$ cat src/rtl/writeback_arbiter.sv
// Writeback arbiter: merges single-cycle ALU results with queued LSU/MDU results
// onto the register-file write port, forcing a FIFO pop when queued work is starved.
module writeback_arbiter #(
  parameter int DATA_W       = 32,
  parameter int ADDR_W       = 5,
  parameter int FIFO_DEPTH   = 2,
  parameter int STARVE_LIMIT = 4
) (
  input  logic              i_clk,
  input  logic              i_rst,
  input  logic              i_alu_valid,
  input  logic [ADDR_W-1:0] i_alu_rd,
  input  logic [DATA_W-1:0] i_alu_data,
  input  logic              i_lsu_valid,
  output logic              o_lsu_ready,
  input  logic [ADDR_W-1:0] i_lsu_rd,
  input  logic [DATA_W-1:0] i_lsu_data,
  input  logic              i_mdu_valid,
  output logic              o_mdu_ready,
  input  logic [ADDR_W-1:0] i_mdu_rd,
  input  logic [DATA_W-1:0] i_mdu_data,
  output logic              o_stall_req,
  output logic [ADDR_W-1:0] o_rd_addr,
  output logic [DATA_W-1:0] o_rd_data
);

  localparam int PTR_W = (FIFO_DEPTH > 1) ? $clog2(FIFO_DEPTH) : 1;
  localparam int CNT_W = PTR_W + 1;

  logic [ADDR_W-1:0] r_fifoRd   [FIFO_DEPTH];
  logic [DATA_W-1:0] r_fifoData [FIFO_DEPTH];
  logic [PTR_W-1:0]  r_wrPtr;
  logic [PTR_W-1:0]  r_rdPtr;
  logic [CNT_W-1:0]  r_count;
  logic [3:0]        r_starveCnt;
  logic              r_stallReq;
  logic [ADDR_W-1:0] r_rdAddr;
  logic [DATA_W-1:0] r_rdData;

  logic              w_full;
  logic              w_empty;
  logic              w_lsuFire;
  logic              w_mduFire;
  logic              w_push;
  logic [ADDR_W-1:0] w_pushRd;
  logic [DATA_W-1:0] w_pushData;
  logic              w_aluReq;
  logic              w_forcePop;
  logic              w_aluGrant;
  logic              w_pop;
  logic [3:0]        w_starveNext;

  // Full is judged on the current count only, so a same-edge pop never frees a slot.
  assign w_full  = (r_count == CNT_W'(FIFO_DEPTH));
  assign w_empty = (r_count == '0);

  assign o_lsu_ready = !i_rst && !w_full;
  assign o_mdu_ready = !i_rst && !w_full && !i_lsu_valid;

  assign w_lsuFire = i_lsu_valid && o_lsu_ready;
  assign w_mduFire = i_mdu_valid && o_mdu_ready;

  always_comb begin
    w_push     = 1'b0;
    w_pushRd   = i_lsu_rd;
    w_pushData = i_lsu_data;
    if (w_lsuFire) begin
      w_push = (i_lsu_rd != '0);
    end else if (w_mduFire) begin
      w_push     = (i_mdu_rd != '0);
      w_pushRd   = i_mdu_rd;
      w_pushData = i_mdu_data;
    end
  end

  // A zero ALU destination counts as no request, letting the FIFO drain that cycle.
  assign w_aluReq     = i_alu_valid && (i_alu_rd != '0);
  assign w_forcePop   = r_stallReq && !w_empty;
  assign w_aluGrant   = w_aluReq && !w_forcePop;
  assign w_pop        = !w_empty && !w_aluGrant;
  assign w_starveNext = r_starveCnt + 4'd1;

  always_ff @(posedge i_clk) begin
    if (w_push) begin
      r_fifoRd[r_wrPtr]   <= w_pushRd;
      r_fifoData[r_wrPtr] <= w_pushData;
    end
  end

  always_ff @(posedge i_clk) begin
    if (i_rst) begin
      r_wrPtr <= '0;
      r_rdPtr <= '0;
      r_count <= '0;
    end else begin
      if (w_push) r_wrPtr <= r_wrPtr + 1'b1;
      if (w_pop)  r_rdPtr <= r_rdPtr + 1'b1;
      case ({w_push, w_pop})
        2'b10:   r_count <= r_count + 1'b1;
        2'b01:   r_count <= r_count - 1'b1;
        default: r_count <= r_count;
      endcase
    end
  end

  always_ff @(posedge i_clk) begin
    if (i_rst) begin
      r_starveCnt <= '0;
      r_stallReq  <= 1'b0;
    end else if (w_pop || w_empty) begin
      r_starveCnt <= '0;
      r_stallReq  <= 1'b0;
    end else if (w_aluGrant) begin
      r_starveCnt <= w_starveNext;
      if (w_starveNext == 4'(STARVE_LIMIT)) r_stallReq <= 1'b1;
    end
  end

  // Idle cycles drive address 0 because the register file has no write enable.
  always_ff @(posedge i_clk) begin
    if (i_rst) begin
      r_rdAddr <= '0;
      r_rdData <= '0;
    end else if (w_pop) begin
      r_rdAddr <= r_fifoRd[r_rdPtr];
      r_rdData <= r_fifoData[r_rdPtr];
    end else if (w_aluGrant) begin
      r_rdAddr <= i_alu_rd;
      r_rdData <= i_alu_data;
    end else begin
      r_rdAddr <= '0;
      r_rdData <= '0;
    end
  end

  assign o_stall_req = r_stallReq;
  assign o_rd_addr   = r_rdAddr;
  assign o_rd_data   = r_rdData;

endmodule

$ cat config.mk
export PLATFORM = sky130hd
export DESIGN_NAME = writeback_arbiter
export DESIGN_NICKNAME = d
export VERILOG_FILES = /design/src/rtl/writeback_arbiter.sv
export SDC_FILE = /design/constraint.sdc
export NUM_CORES = 1
export LEC_CHECK = 0
export CORE_MARGIN = 3
export CORE_UTILIZATION = 45
export DETAILED_ROUTE_END_ITERATION = 12
export HOLD_SLACK_MARGIN = 0.15
export PLACE_DENSITY = 0.78
export SYNTH_ARGS = -nofsm -noshare
export SYNTH_HDL_FRONTEND = slang
export SYNTH_SLANG_ARGS = --single-unit
$ cat constraint.sdc
create_clock -name i_clk -period 5.25 [get_ports i_clk]
set_input_delay 1.575 -clock i_clk [delete_from_list [all_inputs] [get_ports i_clk]]
set_output_delay 1.575 -clock i_clk [all_outputs]
set_load 0.1 [all_outputs]
* Word level (Yosys, flattened, before mapping)
Memory sizes are Yosys's and may differ from the RTL's. A register that Yosys moved wholly into a read port is not among the register bits.
Cells that the tools add are included.
** Operators by class
- Add/sub/neg operators :: 5
- Muxes and demuxes :: 17
- Equal/unequal tests :: 4
- Reduce and logical (&&, ||, !) cells :: 22
** Operator list (number)
- 2-to-1 mux 32 bit :: 4
- 2-to-1 mux 5 bit :: 4
- nonzero test 5 bit :: 3
- logical AND 1 bit :: 8
- 2-to-1 mux 1 bit :: 8
- zero test 1 bit :: 6
- adder 4 x 1 -> 4 bit (second input constant) :: 1
- equality test 2 bit (second input constant) :: 2
- equality test 4 x 3 -> 1 bit (second input constant) :: 1
- case mux 2 bit (2 select lines) :: 1
- adder 1 bit (second input constant) :: 2
- adder 2 x 1 -> 2 bit (second input constant) :: 1
- equality test 2 x 1 -> 1 bit (second input constant) :: 1
- zero test 2 bit :: 1
- AND reduction 2 bit :: 1
- nonzero test 2 bit :: 1
- OR reduction 2 bit :: 1
- subtractor 2 x 1 -> 2 bit (second input constant) :: 1
- logical OR 1 bit :: 1
** Word-level totals
- Bits in writable memories :: 74
- Word-level logic and storage cells :: 57
- Flip-flop bits (word level) :: 46
- Memories :: 2
- Input port bits :: 116
** Memories
- r_fifoData :: words 2, width 32, rd ports 1, clocked after memory_dff 1, wr ports 1, RTL line 31 : logic [DATA_W-1:0] r_fifoData [FIFO_DEPTH];
- r_fifoRd :: words 2, width 5, rd ports 1, clocked after memory_dff 1, wr ports 1, RTL line 30 : logic [ADDR_W-1:0] r_fifoRd [FIFO_DEPTH];

* Depth between registers and ports, before layout
- Depth in word-level cells :: 9
- Gate-level depth with buffers :: 8

* Least setup slack after synthesis
No wires, ideal clock.
- Path type :: input-to-output
- Start point :: in i_rst
- End point :: out o_mdu_ready
- Path slack :: -155 ps
- Path buffers :: 1
- Data arrival time :: 3830 ps
- Stages :: 2
- Cell sequence :: clkbuf_1 -> nor3_1
** Between the ends
- Word-level cells in the longest chain between the ends :: 3
** RTL lines
- from (decl) :: RTL line 10 : input logic i_rst,
- zero test 1 bit :: RTL line 58 : assign o_mdu_ready = !i_rst && !w_full && !i_lsu_valid;
- logical AND 1 bit (2 in series) :: RTL line 58
- to (decl) :: RTL line 19 : output logic o_mdu_ready,
No other way between the ends.

* Final worst setup path
- Start point :: in i_rst
- End point :: out o_lsu_ready
** Between the ends
- Word-level cells in the longest chain between the ends :: 2
** RTL lines
- zero test 1 bit :: RTL line 57 : assign o_lsu_ready = !i_rst && !w_full;
- logical AND 1 bit :: RTL line 57
- to (decl) :: RTL line 15 : output logic o_lsu_ready,
No other way between the ends.

==> summary.txt <==
Status
  – Status: finished clean

Critical path
  – End of the worst register-to-register path: r_fifoData[1][11]$_DFFE_PP_
  – Required time of the worst setup path: 3680 ps
  – Worst reg2reg setup slack: 2410 ps
  – Critical Path Sink Type: output pin
  – Cells on worst reg2reg path: 4
  – WP data arrival: 2620 ps
  – Largest stage delay, worst path: 660 ps
  – Slowest-stage cell, CP: buf_2
  – R2r startpoint: r_count[0]$_SDFFE_PP0P_
  – Crit. Startpoint: i_rst
  – Crit path to: o_lsu_ready
  – CP startpoint kind: input pin
  – WS Path Type: input pin to output pin
  – Worst-path fanout max: 50
  – Cell chain of the critical path: buf_2, nor2_1, buf_4

Timing
  – RSZ-0062 raised after global routing: no
  – Tightest Pin Transition: 1220 ps
  – Setup ws final: between 1000 and 1500 ps
  – Final Skew: slightly below 7 ps
  – Setup TNS: 0 ps
  – Fmax achieved: 239 MHz
  – Final min period: 4190 ps
  – Final setup vio count: 0
  – Max_slew headroom: 18.5%
  – Max Slew Vio Count: 0
  – Hold Violations, Final: 0
  – Final period util: about four fifths

Die
  – Die footprint: approximately 12000 sq um
  – Std-Cell Rows: 37
  – Core footprint: 10600 sq um
  – IO Count: 156
  – Initial core utilization: 47.2%
  – Die H: 111 um
  – Die width: about 110 um

Pwr
  – Internal Power: approximately 0.0021 W
  – Comb pwr share: ~28%
  – PwrDens: 443 nW/um^2
  – Peak supply drop: between 0.3 and 0.4 mV
  – Leakage power: between 2 and 3 nW
  – Switching share of power: 32.9%
  – Clk pwr share: 33.1%
  – P_sw: 0.00104 W
  – Sequential share of power: 39.0%

Placed design
  – HPWL after DPL: 7.89 mm
  – Port buffer count: 155
  – Gpl congestion: 0.760
  – Placement-stage worst setup slack: 868 ps
  – Placed Area: 6620 sq um

Job
  – Max-Cap Viols: 0

Global routing
  – Total congestion overflow: 0
  – GRT Overall Usage: roughly a fifth
  – Pin count of the biggest net entering global routing: 51
  – Antenna violations before repair: 0
  – Vias in the first global route: 3855
  – First-pass GRT wire length: about 19 mm

Drt
  – Initial drt markers: 183
  – Vias: 3586
  – Final ANT Viol Nets: 0
  – Final Routed Wirelength: roughly 12 mm
  – DRC: 0
  – Vias per cell: 5.23
  – DR WL/cell: 17.6 um
  – Pre-antenna DRT Iters: 4

Logic synthesis
  – Sequential-to-total area share from yosys stat: 63.5%
  – Synth unique cells: 32
  – Cells after Synth: 384
  – Post-Syn Area: 4980 sq um
  – Synthesized Nets: 503
  – Avg Cell Area, Syn: 13.0 sq um
  – Post-synth top area cell: edfxtp_1
  – Most frequent cell after synthesis: edfxtp_1
  – Top-area cell type share of the netlist area: between 40% and 50%
  – Ranking of synthesized cells by area: edfxtp_1 45%, dfxtp_1 19%, mux2_2 16%, a21oi_1 3.9%, nand3_1 3.5%
  – Synth Register Bits: approximately 120
  – Ys Warns: 0
  – Ys async rst share: 0%
  – Post-synth EDFFs: 74
  – Most frequent cells after synthesis: 74 x edfxtp_1, 72 x mux2_2, 47 x dfxtp_1
  – Ys flop type: edfxtp_1

Clock network
  – Clk buf depth: 2
  – Clk pin slew, worst setup/hold paths: 60 ps
  – Clock root cell: clkbuf_8
  – Post_cts resized: 0
  – CTS Sinks: 121
  – CTS tree: yes
  – Total CTS buffers: 17
  – Worst-skew pair later-pin latency: 500 ps
  – H-Tree Depth: 4
  – Postcts setup bufs: 0
  – CTS Hold Bufs: 0

Finish
  – Post-route cell area: slightly above 7000 sq um
  – Nets: 656
  – Finished Core Util: about two thirds
  – Syn-to-layout area delta: 43.8%
  – Fill cells: approximately 790
  – Ratio of cells with drive above 1 in the final layout: 20.9%
  – Ant diodes: 0

Worst hold path
  – Hold/Removal Path Class: flip-flop to flip-flop
## power groups by stage
stage | Sequential (W) | Combinational, W | Clock (W)
after global placement | 0.00125 | 0.000870 | 0
after global routing | 0.00125 | 0.000941 | 0.00111
after floorplan | 0.00148 | 0.000395 | 0
after detailed placement | 0.00126 | 0.000883 | 0
final | 0.00124 | 0.000885 | 0.00105
after CTS | 0.00124 | 0.000891 | 0.00106
## cells by family (layout without fill, tap and decap cells)
logic type	count (synthesis)	count (layout)	synth area share, %
flip-flops	121	121	63.5
AND/OR/NAND/NOR	106	106	10.1
multiplexers	75	75	16.9
AO/OA/AOI/OAI	50	50	5.50
buffers and inverters	26	192	2.74
adder cells (fa/ha/maj)	3	3	0.754
XOR/XNOR	3	3	0.528
## how the worst min path moves through the flow
stage,depth (start not counted),slack (ps),end,start
floorplan,1,440,r_starveCnt[0]$_SDFFE_PP0N_,r_starveCnt[0]$_SDFFE_PP0N_
global placement,1,440,o_stall_req$_SDFFE_PP0P_,o_stall_req$_SDFFE_PP0P_
detailed placement,1,460,o_stall_req$_SDFFE_PP0P_,o_stall_req$_SDFFE_PP0P_
CTS,1,470,o_stall_req$_SDFFE_PP0P_,o_stall_req$_SDFFE_PP0P_
global route,1,500,o_stall_req$_SDFFE_PP0P_,o_stall_req$_SDFFE_PP0P_
finish,1,470,o_stall_req$_SDFFE_PP0P_,o_stall_req$_SDFFE_PP0P_
## critical path: cells and delay by family
family	cells	cell delay, ps
buf+inv	2	930
simple gates	1	110
## flip-flops by register name, indices dropped and copies added (netlist names), named ones only
name,cells
r_fifoData,64
o_rd_data,32
r_fifoRd,10
o_rd_addr,5
r_starveCnt,4
r_count,2
o_stall_req,1
r_rdPtr,1
r_wrPtr,1
## placed cells by master (no fill, tap or decap), types with 2 or more instances in the layout
cell type,count
clkbuf_1,2
nor2_1,9
clkbuf_16,17
nand3_1,35
edfxtp_1,74
ha_1,3
inv_1,2
or3_1,3
mux2_2,72
mux2i_1,3
o32ai_1,2
clkinv_2,5
nand2b_1,5
a21oi_1,39
clkinvlp_4,2
nand2_1,41
dfxtp_1,46
or4_1,2
clkinv_4,3
xor2_1,2
buf_4,5
clkdlybuf4s50_1,152
o21ai_0,6
## layout make-up
| cell class | instances | area [sq um] | share of cell area, % |
|---|---|---|---|
| Clock buffer | 20 | 447 | 6.24 |
| Clock inverter | 12 | 100 | 1.40 |
| Inverter | 2 | 7.51 | 0.105 |
| Multi-Input combinational cell | 237 | 1710 | 23.9 |
| Sequential cell | 121 | 3160 | 44.2 |
| Tap cell | 136 | 170 | 2.38 |
| Timing Repair Buffer | 158 | 1560 | 21.8 |
## layer usage
metal	vias to the layer above	track usage [%]	wire length [um]
met3	8	4.80	560
met5	-	0	0
met2	122	36.8	6630
met4	0	6.57	98
li1	1710	-	-
met1	1746	21.7	4760
## per-stage QoR
stage	total power (W)	instances	hold WS, ps
3_3_place_gp	0.00212	654	439
3_5_place_dp	0.00214	654	457
6_report	0.00318	686	465
4_1_cts	0.00319	686	467
5_1_grt	0.00331	686	502
2_1_floorplan	0.00188	384	441
Note: power is estimated with default switching activity, not from simulation.
==> RTL change, RTL diff (same flow settings) <==
Set the parameter `FIFO_DEPTH` to 8 (it was 2).
--- a/src/rtl/writeback_arbiter.sv
+++ b/src/rtl/writeback_arbiter.sv
@@ -4,5 +4,5 @@
   parameter int DATA_W       = 32,
   parameter int ADDR_W       = 5,
-  parameter int FIFO_DEPTH   = 2,
+  parameter int FIFO_DEPTH   = 8,
   parameter int STARVE_LIMIT = 4
 ) (
Behaviour: not the same (a bounded check fails within 4 cycles, from zero or initial values and one cycle with i_rst high).
==> RTL change against the unedited design <==
Count of clock-buffer cells in the layout is 34 higher; core utilization fell by 11 points; synthesized cell count grew 72%; sequential cell count rose by 230; wire length up 130%; maximum frequency is 1.8% lower; synthesized area rose to 2.7 times the old value; sequential power rose to 2.8 times the old value; power increased by 130%; die area rose to 2.6 times the old value; worst hold slack improved by 0.032 ns; highest routed layer unchanged; worst setup slack got worse by 0.077 ns; cell area up 140%.
==> RTL change: results (changes against the unedited design) <==
- Status: complete, no violations
- TritonCTS sink count: 351 (+190%)
- Top cells by count, synth: edfxtp_1 (296), mux4_2 (74), dfxtp_1 (55)
- Ranking of synthesized cells by area: edfxtp_1 (65%), mux4_2 (12%), dfxtp_1 (8.1%)
- R2R cell count: 10 (+6)
- Reg2Reg Capture Point: r_count[2]
- Number of distinct library cells after synthesis: 42 (+31%)
- Clock Skew: 0.01568 ns (+0.008735 ns)
- VDD IR-drop max: 0.2991 mV (-2.9%)
- Final HPWL DP: 15,900 um (+100%)
- Largest net degree at the start of global routing: 75 (+47%)
- Nets: 964 (+47%)
- Clock buffer count from CTS: 36 (+19)
- Share of layout cells above drive strength 1: 0.2465 (+0.03745)
- WL met3: 1093 um (+95%)
- Register area: 0.009998 mm^2 (+220%)
- FILL cells: 2,214 (+180%)
- Number of global-route vias before repair: 7,163 (+86%)
- Drt first-iter violations: 445 (+140%)
- RD Place Congestion: 0.7722 (+1.7%)
- Switching Share: 0.2769 (-0.05208)
- Pre-CTS setup slack: 0.8350 ns (-0.03300 ns)
- DR vias/cell: 5.381 (+2.9%)
- R2r setup slk: 2.33 ns (-0.08 ns)
- Met2 routed WL: 14,140 um (+110%)
- Inverters: 4 (+2)
- Area growth syn-to-layout: 24.63%
- Clock tree buffer depth: 3 (+1)
- Worst setup path end: o_mdu_ready
- Clk tree area frac: 0.06801 (-0.008339)
- Period minus WS final: 4.269 ns (+0.07737 ns)
- Clock root buffer: clkbuf_16
- Multi-Input Combinational: 270 (+14%)
- Clk_buf instances: 54 (+170%)
- Worst Tran Pin Value: 1.147 ns (-0.07529 ns)
- GRT Util Overall: 0.1678 (-0.02916)
- H-tree levels: 2 (-2)
-- RTL change: cell count changes after synthesis, sizes merged, moves of 32 or more --
cell    unedited run  this run
mux4               0        74
a21oi             39         5
a22o               0        37
nand2             41         4
edfxtp            74       296
nand3             35         3
-- RTL change: cell families after synthesis --
kind of cell,count (synthesis),synth area share
flops,351,0.7323
mux,155,0.1887
simple gates,54,0.02449
compound gates,49,0.02981
buf+inv,41,0.01504
fa+ha+maj,7,0.006421
xor+xnor,5,0.003210
-- RTL change: worst min path at each step --
stage / start / end / slack (ns) / cells past startpoint
global placement: r_starveCnt[0] / r_starveCnt[0] / 0.45 / 1
global route: r_starveCnt[0] / r_starveCnt[0] / 0.52 / 1
detailed placement: r_rdPtr[2] / flip-flop / 0.49 / 2
floorplan: r_starveCnt[0] / r_starveCnt[0] / 0.43 / 1
finish: r_starveCnt[0] / r_starveCnt[0] / 0.50 / 1
CTS: r_rdPtr[2] / flip-flop / 0.50 / 2
-- RTL change: power groups by stage --
stage	registers (mW)	clock network, mW	logic, mW
after floorplan	3.81	0	0.788
after global placement	3.49	0	1.55
after detailed placement	3.50	0	1.56
after CTS	3.45	2.51	1.57
after global routing	3.47	2.62	1.64
final	3.44	2.44	1.54
-- RTL change: through the flow --
step,total power [mW],cells,TNS (ns)
after floorplan,4.596,662,-6.600
after global placement,5.039,1193,0
after detailed placement,5.063,1193,0
after CTS,7.521,1258,0
after global routing,7.734,1258,0
final,7.431,1258,0
-- RTL change: worst max-delay path, stage by stage --
cell	delay [ns]
clkdlybuf4s50_1	0.43
a21oi_2	0.25
nor2b_2	0.24
buf_12	0.19
-- RTL change: metal layers --
metal  global-route usage  up-vias
met1               0.2160     3449
li1                     -     3094
met3              0.02685       35
met2               0.2963      191
met5                    0        -
met4              0.04974        0
